===== src/rtl/pc_sequencer.sv =====
`default_nettype none
// ============================================================================
// Module   : pc_sequencer
// Purpose  : Registered PC with branch/jump select, stall, single-level trap
//            and return, and sticky halt. Optional misaligned-target trap is
//            built when PC_MISALIGN_TRAP_EN is defined.
// Revision : 1.0
// ============================================================================
module pc_sequencer #(
    parameter int unsigned PC_WIDTH     = 8,
    parameter int unsigned DATA_WIDTH   = 32,
    parameter int unsigned RESET_VECTOR = 0,
    parameter int unsigned TRAP_VECTOR  = 'h40
) (
    input  logic                  clk,
    input  logic                  rst_n,
    input  logic                  stall_i,
    input  logic [3:0]            s_i,
    input  logic [DATA_WIDTH-1:0] imm_i,
    input  logic [DATA_WIDTH-1:0] alu_result_i,
    input  logic                  trap_req_i,
    input  logic                  mret_i,
    input  logic                  halt_i,
    output logic [PC_WIDTH-1:0]   pc_o,
    output logic [PC_WIDTH-1:0]   pc_plus4_o,
    output logic [PC_WIDTH-1:0]   epc_o,
    output logic                  in_trap_o,
    output logic                  trap_cause_o,
    output logic                  halted_o
);

    localparam logic [PC_WIDTH-1:0] C_RESET_PC = RESET_VECTOR[PC_WIDTH-1:0];
    localparam logic [PC_WIDTH-1:0] C_TRAP_PC  = TRAP_VECTOR[PC_WIDTH-1:0];

    typedef enum logic [1:0] {
        ST_RUN  = 2'd0,
        ST_TRAP = 2'd1,
        ST_HALT = 2'd2
    } state_t;

    state_t                state_q;
    logic [PC_WIDTH-1:0]   pc_q;
    logic [PC_WIDTH-1:0]   epc_q;
    logic                  in_trap_q;
    logic                  trap_cause_q;
    logic                  halted_q;

    logic [DATA_WIDTH-1:0] imm_shl;
    logic [PC_WIDTH-1:0]   pc_plus4;
    logic [PC_WIDTH-1:0]   branch_target;
    logic [PC_WIDTH-1:0]   target_d;
    logic                  is_jump;
    logic                  misalign_trap;

    // The immediate is scaled at full data width before truncation to the PC.
    assign imm_shl       = imm_i << 1;
    assign pc_plus4      = pc_q + PC_WIDTH'(4);
    assign branch_target = pc_q + imm_shl[PC_WIDTH-1:0];

    always_comb begin
        target_d = pc_plus4;
        is_jump  = 1'b0;
        casez (s_i)
            4'b111?: begin
                target_d = branch_target;
                is_jump  = 1'b1;
            end
            4'b101?: begin
                target_d = {alu_result_i[PC_WIDTH-1:1], 1'b0};
                is_jump  = 1'b1;
            end
            4'b1001: begin
                target_d = branch_target;
                is_jump  = 1'b1;
            end
            default: begin
                target_d = pc_plus4;
                is_jump  = 1'b0;
            end
        endcase
    end

`ifdef PC_MISALIGN_TRAP_EN
    assign misalign_trap = (state_q == ST_RUN) && is_jump && (target_d[1:0] != 2'b00);
`else
    logic unused_is_jump;
    assign unused_is_jump = is_jump;
    assign misalign_trap  = 1'b0;
`endif

    always_ff @(posedge clk or negedge rst_n) begin
        if (!rst_n) begin
            state_q      <= ST_RUN;
            pc_q         <= C_RESET_PC;
            epc_q        <= '0;
            in_trap_q    <= 1'b0;
            trap_cause_q <= 1'b0;
            halted_q     <= 1'b0;
        end else if (state_q != ST_HALT) begin
            if (halt_i) begin
                state_q  <= ST_HALT;
                halted_q <= 1'b1;
            end else if (trap_req_i && (state_q == ST_RUN)) begin
                state_q      <= ST_TRAP;
                epc_q        <= pc_q;
                pc_q         <= C_TRAP_PC;
                in_trap_q    <= 1'b1;
                trap_cause_q <= 1'b0;
            end else if (misalign_trap) begin
                state_q      <= ST_TRAP;
                epc_q        <= pc_q;
                pc_q         <= C_TRAP_PC;
                in_trap_q    <= 1'b1;
                trap_cause_q <= 1'b1;
            end else if (mret_i && (state_q == ST_TRAP)) begin
                state_q   <= ST_RUN;
                pc_q      <= epc_q;
                in_trap_q <= 1'b0;
            end else if (!stall_i) begin
                pc_q <= target_d;
            end
        end
    end

    assign pc_o         = pc_q;
    assign pc_plus4_o   = pc_plus4;
    assign epc_o        = epc_q;
    assign in_trap_o    = in_trap_q;
    assign trap_cause_o = trap_cause_q;
    assign halted_o     = halted_q;

    // Bits of the wide inputs that never reach the PC.
    logic unused_bits;
    assign unused_bits = ^{imm_shl[DATA_WIDTH-1:PC_WIDTH],
                           alu_result_i[DATA_WIDTH-1:PC_WIDTH],
                           alu_result_i[0]};

endmodule
`default_nettype wire


===== config.mk =====
export PLATFORM = sky130hd
export DESIGN_NAME = pc_sequencer
export DESIGN_NICKNAME = d
export VERILOG_FILES = /design/src/rtl/pc_sequencer.sv
export SDC_FILE = /design/constraint.sdc
export NUM_CORES = 1
export LEC_CHECK = 0
export BUFFER_PORTS_ARGS = -buffer_cell sky130_fd_sc_hd__clkbuf_2
export CAP_MARGIN = 20
export CELL_PAD_IN_SITES_DETAIL_PLACEMENT = 2
export CELL_PAD_IN_SITES_GLOBAL_PLACEMENT = 2
export CORE_ASPECT_RATIO = 0.8
export CORE_MARGIN = 4
export CORE_UTILIZATION = 21
export CTS_BUF_LIST = sky130_fd_sc_hd__clkbuf_16
export DETAILED_ROUTE_END_ITERATION = 8
export PLACE_DENSITY = 0.75
export REMOVE_ABC_BUFFERS = 1
export SYNTH_ARGS = -nofsm -noshare
export SYNTH_HDL_FRONTEND = slang
export SYNTH_SLANG_ARGS = --single-unit

===== constraint.sdc =====
create_clock -name clk -period 1.9 [get_ports clk]
set_input_delay 0.285 -clock clk [delete_from_list [all_inputs] [get_ports clk]]
set_output_delay 0.285 -clock clk [all_outputs]
set_load 0.03 [all_outputs]

---- Yosys cells after proc, flatten, opt, wreduce, memory -nomap -nowiden ----
Index checks and enable logic that the tools add are counted.
W data, S select, Z words.
storage, ports and cells
  bits in writable memories ............... 0
  memories ................................ 0
  bits in latches ......................... 0
  output and inout port bits .............. 27
  ROM bits ................................ 0
  flip-flop bits (word level) ............. 20
  word-level logic and storage cells ...... 34
  input bits .............................. 74
cells by class
  div/mod/pow operators ................... 0
  multiply operators ...................... 0
  $add $sub $neg .......................... 2
  order comparisons ....................... 0
  bitwise gates (word level) .............. 1
  mux-type cells .......................... 9
  eq/ne operators ......................... 6
  shift operators ......................... 0
  reductions and logical operators ........ 11
operators with widths
  kind                   number
  $mux W8                3
  $pmux W8 S2            1
  $reduce_and A3 Y1      3
  $add A8 B3 Y8 const B  1
  $add A8 B8 Y8          1
  $eq A3 B3 Y1 const B   2
  $mux W2                3
  $eq A4 B4 Y1 const B   1
  $reduce_and A2 Y1      2
  $ne A3 B1 Y1 const B   1
  $reduce_bool A3 Y1     1
  $eq A2 B1 Y1 const B   1
  $logic_and A1 B1 Y1    2
  $logic_not A2 Y1       1
  $mux W1                2
  $ne A2 B2 Y1 const B   1
  $reduce_bool A2 Y1     1
  $reduce_or A2 Y1       1
  $not A1 Y1             1

---- Logic depth before layout (Yosys ltp) ----
  depth in word-level cells ............... 6
  mapped depth ............................ 8
  gate-level depth less buffers ........... 8

---- Worst setup path before layout ----
Ideal clock, no wire load.
  kind .................................... reg2reg
  start point ............................. register pc_q[2], in the netlist pc_o[2]
  end point ............................... register pc_q[7], in the netlist pc_o[7]
  stages on the path, launching flop included .. 8
  required time ........................... 1.770 ns
  arrival time ............................ 2.010 ns
  library setup time ...................... 0.130 ns
  path slack .............................. -0.240 ns
  period minus slack after synthesis ...... 2.140 ns
  path buffers ............................ 0
  cell sequence ........................... dfrtp_1 inv_1 fa_1 nor2b_1 o31ai_1 a21oi_1 mux2i_1 o211ai_2
on the way
  cells in the longest elaborated chain, start to end .. 5
  elaborated cells on any way between the ends .. 6
  those cells by class .................... 2 x add/sub; 4 x mux
ends and longest elaborated chain
  what                                                   line    source
  start, declared                                        42      logic [PC_WIDTH-1:0] pc_q;
  start signal, assigned                                 117     pc_q <= epc_q;
  start signal, assigned                                 120     pc_q <= target_d;
  $add A8 B3 Y8 / $add A8 B8 Y8 (equally long branches)  57, 58
  $pmux W8 S2 *                                          63      casez (s_i)
  $mux W8 *                                              119     end else if (!stall_i) begin
  $mux W8 *                                              115     end else if (mret_i && (state_q == ST_TRAP)) begin
  $mux W8 *                                              103     end else if (trap_req_i && (state_q == ST_RUN)) begin
Every way passes the cells marked *; elsewhere a longest branch is shown, timed or not. The select of a mux whose other input is x is not followed.
A chain may end at the register's enable or synchronous reset.

---- Worst setup path in the final report ----
  start point ............................. register pc_q[1], in the netlist pc_o[1]
  end point ............................... register pc_q[7], in the netlist pc_o[7]
Same word-level chain as after synthesis.

==> results.py <==
metrics = {
    "clock_tree": {
        "clk-insertion-delay-late_ps": 260,
        "cts_inserted_buffers": 3,
        "cts_root_buf": "clkbuf_16",
        "clkTransAtPathRegs_ps": 60,
        "cts_hold_buf": 0,
        "cts_tree": "yes",
        "clock_path_buffers": 2,
        "cts.sinks": 20,
        "h-tree-depth": 1,
    },
    "synthesis": {
        "synth_seq_cells": 20,
        "synth_mux_area_share_pct": 7.14,
        "synth-simple-area-share_pct": 15.7,
        "yosysSeqAreaShare_pct": 35.7,
        "ys_top_cells_by_area": "dfrtp_1 36%, mux2_2 6.4%, ha_1 6.2%",
        "ys.flop_type": "dfrtp_1",
        "synth_xor_area_share_pct": 4.37,
        "avgSynthCellArea_sq_um": 9.48,
        "netlist_instances": 148,
        "synth_area_sq_um": 1400,
        "synth_compound_area_share_pct": 25.6,
        "async_reset_ff_share_pct": 100,
        "synth_warnings": 0,
        "yosys.area.top_type": "dfrtp_1",
        "synth-edff-count": 0,
        "synth_top_family_by_area": "compound AO/OA/AOI/OAI gates",
        "synth_cell_types": 44,
        "synthAdderAreaFrac_pct": 7.67,
        "synth_top_cell_area_share_pct": 35.7,
    },
    "route": {
        "totalWireLength_um": 5070,
        "vias_per_cell": 4.81,
        "drt_iter0_drc": 50,
        "wl_per_cell_um": 17.4,
        "drc": 0,
        "drt-pass1-iter-count": 4,
        "ant_nets": 0,
        "vias": 1399,
    },
    "floorplanning": {
        "io_pins": 101,
        "die_w_um": 99.4,
        "row_count": 26,
        "coreArea_sq_um": 6440,
        "fp.dieH_um": 81.1,
        "start_util_pct": 21.8,
        "die_area_sq_um": 8060,
    },
    "worst_setup_path": {
        "cp_max_fo": 2,
        "required_ps": 2040,
        "end_kind": "flip-flop",
        "critPathArrivalTime_ps": 1990,
        "max_stage_delay_ps": 360,
        "worstSetupStartpointType": "flip-flop",
        "r2r_start": "pc_o[1]$_DFFE_PN0P_",
        "crit_start": "pc_o[1]$_DFFE_PN0P_",
        "crit_type": "flip-flop to flip-flop",
        "crit_chain": "ha_2 -> inv_1 -> fa_2 -> nor2b_4 -> o31ai_2 -> a21oi_2 -> mux2i_1 -> o211ai_2",
        "slowest_stage": "dfrtp_1",
    },
    "grt": {
        "globalRoute.totalOverflow": 0,
        "grt_max_degree": 21,
        "grt_pass1_wl_um": 8270,
        "grt_usage_pct": 13.2,
        "grt_pass1_vias": 1578,
        "antenna_found_initial": 0,
    },
    "layout": {
        "drive_gt1_share_pct": 46.4,
        "multi_input_area_sq_um": 923,
        "nets": 290,
        "finalNonFillerCells": 291,
        "antennaDiodeCount": 0,
        "fillCellCount": 766,
        "area_growth_pct": 42.2,
        "register_area_sq_um": 502,
        "design_area_sq_um": 1990,
    },
    "timing": {
        "finalCriticalPeriod_ps": 1860,
        "relSlewSlack_pct": 51.6,
        "layout_setup_ws_ps": 44.5,
        "timing.final.hold_violations": 17,
        "whs_ps": -4.05,
        "fmax_mhz": 539,
        "fin_setup_tns_ps": 0,
        "rsz0062_at_grt": "yes",
        "finalCritPeriodShare_pct": 97.7,
        "skew_ps": 4.04,
        "tightest_slew_ps": 721,
        "setup_viol": 0,
        "slew_viol_final": 0,
    },
    "placed_design": {
        "place.gp.congestion": 0.771,
        "post-place-ws_ps": -153,
        "dp_cells": 287,
        "placed_cell_area_sq_um": 1800,
        "dp.final_hpwl_um": 4030,
        "port_buffers": 49,
    },
    "power": {
        "switching_share_pct": 29.1,
        "p_int_uw": 1010,
        "p_comb_share_pct": 24.6,
        "p_leak_uw": 0.000958,
        "powerDensity_nw_per_um2": 712,
        "ir_worst_vdd_uv": 292,
        "seq_power_share_pct": 33.2,
        "p_switching_uw": 414,
        "power_frac_clock_pct": 42.2,
    },
    "job": {
        "max_cap_violations": 0,
    },
    "run_status": {
        "run_status": "finished, violations left",
        "violations": "negative hold slack",
    },
    "worst_hold_path": {
        "hold_class": "primary input to async pin",
    },
}
power groups by stage:
| stage | sequential (uW) | combinational, uW | clock, uW |
|---|---|---|---|
| final | 472 | 350 | 599 |
| after global routing | 475 | 381 | 641 |
| after CTS | 471 | 341 | 607 |
| after detailed placement | 477 | 323 | 0 |
| after global placement | 475 | 314 | 0 |
| after floorplan | 514 | 151 | 0 |
synth_stat cells (all sizes together), types with 2 or more instances:
master,number
dfrtp,20
nor2,17
o21ai,13
nand2,10
a21oi,9
mux2,8
ha,7
a21o,5
inv,5
a221oi,4
buf,4
xnor2,4
a221o,3
nand3,3
nor2b,3
xor2,3
a2111oi,2
a22o,2
a31o,2
nand2b,2
o21bai,2
o31ai,2
kinds of logic (layout without fill, tap and decap cells):
kind of cell	after synthesis	count (layout)
AND/OR/NAND/NOR	42	42
other	1	1
buffers and inverters	10	69
AO/OA/AOI/OAI	51	51
adder cells (fa/ha/maj)	8	8
flip-flops	20	20
XOR/XNOR	7	7
multiplexers	9	9
per-layer routing:
metal | share of wire, % | track usage (%)
met5 | 0 | 0
met3 | 4.7 | 3.61
met4 | 0.37 | 1.64
met1 | 48 | 17.6
met2 | 47 | 21.9
critical path: cells and delay by family, from the launching register on:
kind	cells	cell delay [ps]
adders and majority gates	2	550
muxes	1	240
buffers and inverters	1	50
AOI/OAI and AO/OA	3	370
and+or+nand+nor	1	150
DFF	1	360
path summary, 6_finish.rpt:
kind	to	slack, ps	cells past startpoint
setup / recovery	pc_o[7]$_DFFE_PN0P_	40	8
hold / removal	epc_o[6]$_DFFE_PN0P_	-4	1
setup reg to reg	pc_o[7]$_DFFE_PN0P_	40	8
hold reg to reg	halted_o$_DFFE_PN0P_	460	1
max in group asynchronous	pc_o[2]$_DFFE_PN0P_	1520	1
min in group clk	state_q[0]$_DFFE_PN0P_	330	3
layout make-up:
cell class | instances | area share (%)
well taps | 84 | 5.27
clock buffers | 3 | 3.76
clock inverters | 1 | 1.51
inverters | 5 | 0.941
repair buffers | 60 | 17.1
multi-input cells | 118 | 46.3
flip-flops and latches | 20 | 25.2
flip-flops by register name, indices dropped and copies added, names as in the netlist:
signal	count
halted_o	1
epc_o	8
pc_o	8
state_q	2
in_trap_o	1
what timing repair did:
action / in CTS / in global routing
pin swaps: 4 / 3
resized for setup: 12 / 10
setup buffers: 0 / 0
endpoints found under the setup margin: 4 / 6
cells in the final DEF (no fill, tap or decap), types with 2 or more instances in the layout:
master,netlist,routed
a2111oi_0,2,2
a21o_1,5,5
a21oi_1,8,6
a21oi_2,1,3
a221o_1,3,3
a221oi_1,4,3
a22o_1,2,2
a31o_2,2,2
buf_4,3,10
buf_6,0,2
clkbuf_16,0,3
clkbuf_2,0,47
dfrtp_1,20,19
ha_1,7,4
ha_2,0,2
inv_1,5,5
mux2_2,8,8
nand2_1,10,10
nand2b_1,2,2
nand3_2,0,2
nor2_1,16,15
nor2b_1,3,2
o21ai_0,11,10
o21ai_1,2,3
o21bai_1,2,2
xnor2_1,4,3
xor2_1,3,3
stage by stage:
step | utilization, % | total power (uW)
finish | 31.0 | 1420
global route | 31.0 | 1500
CTS | 30.3 | 1420
detailed placement | 28.0 | 800
global placement | 28.0 | 790
floorplan | - | 665
(Power assumes the default switching activity.)
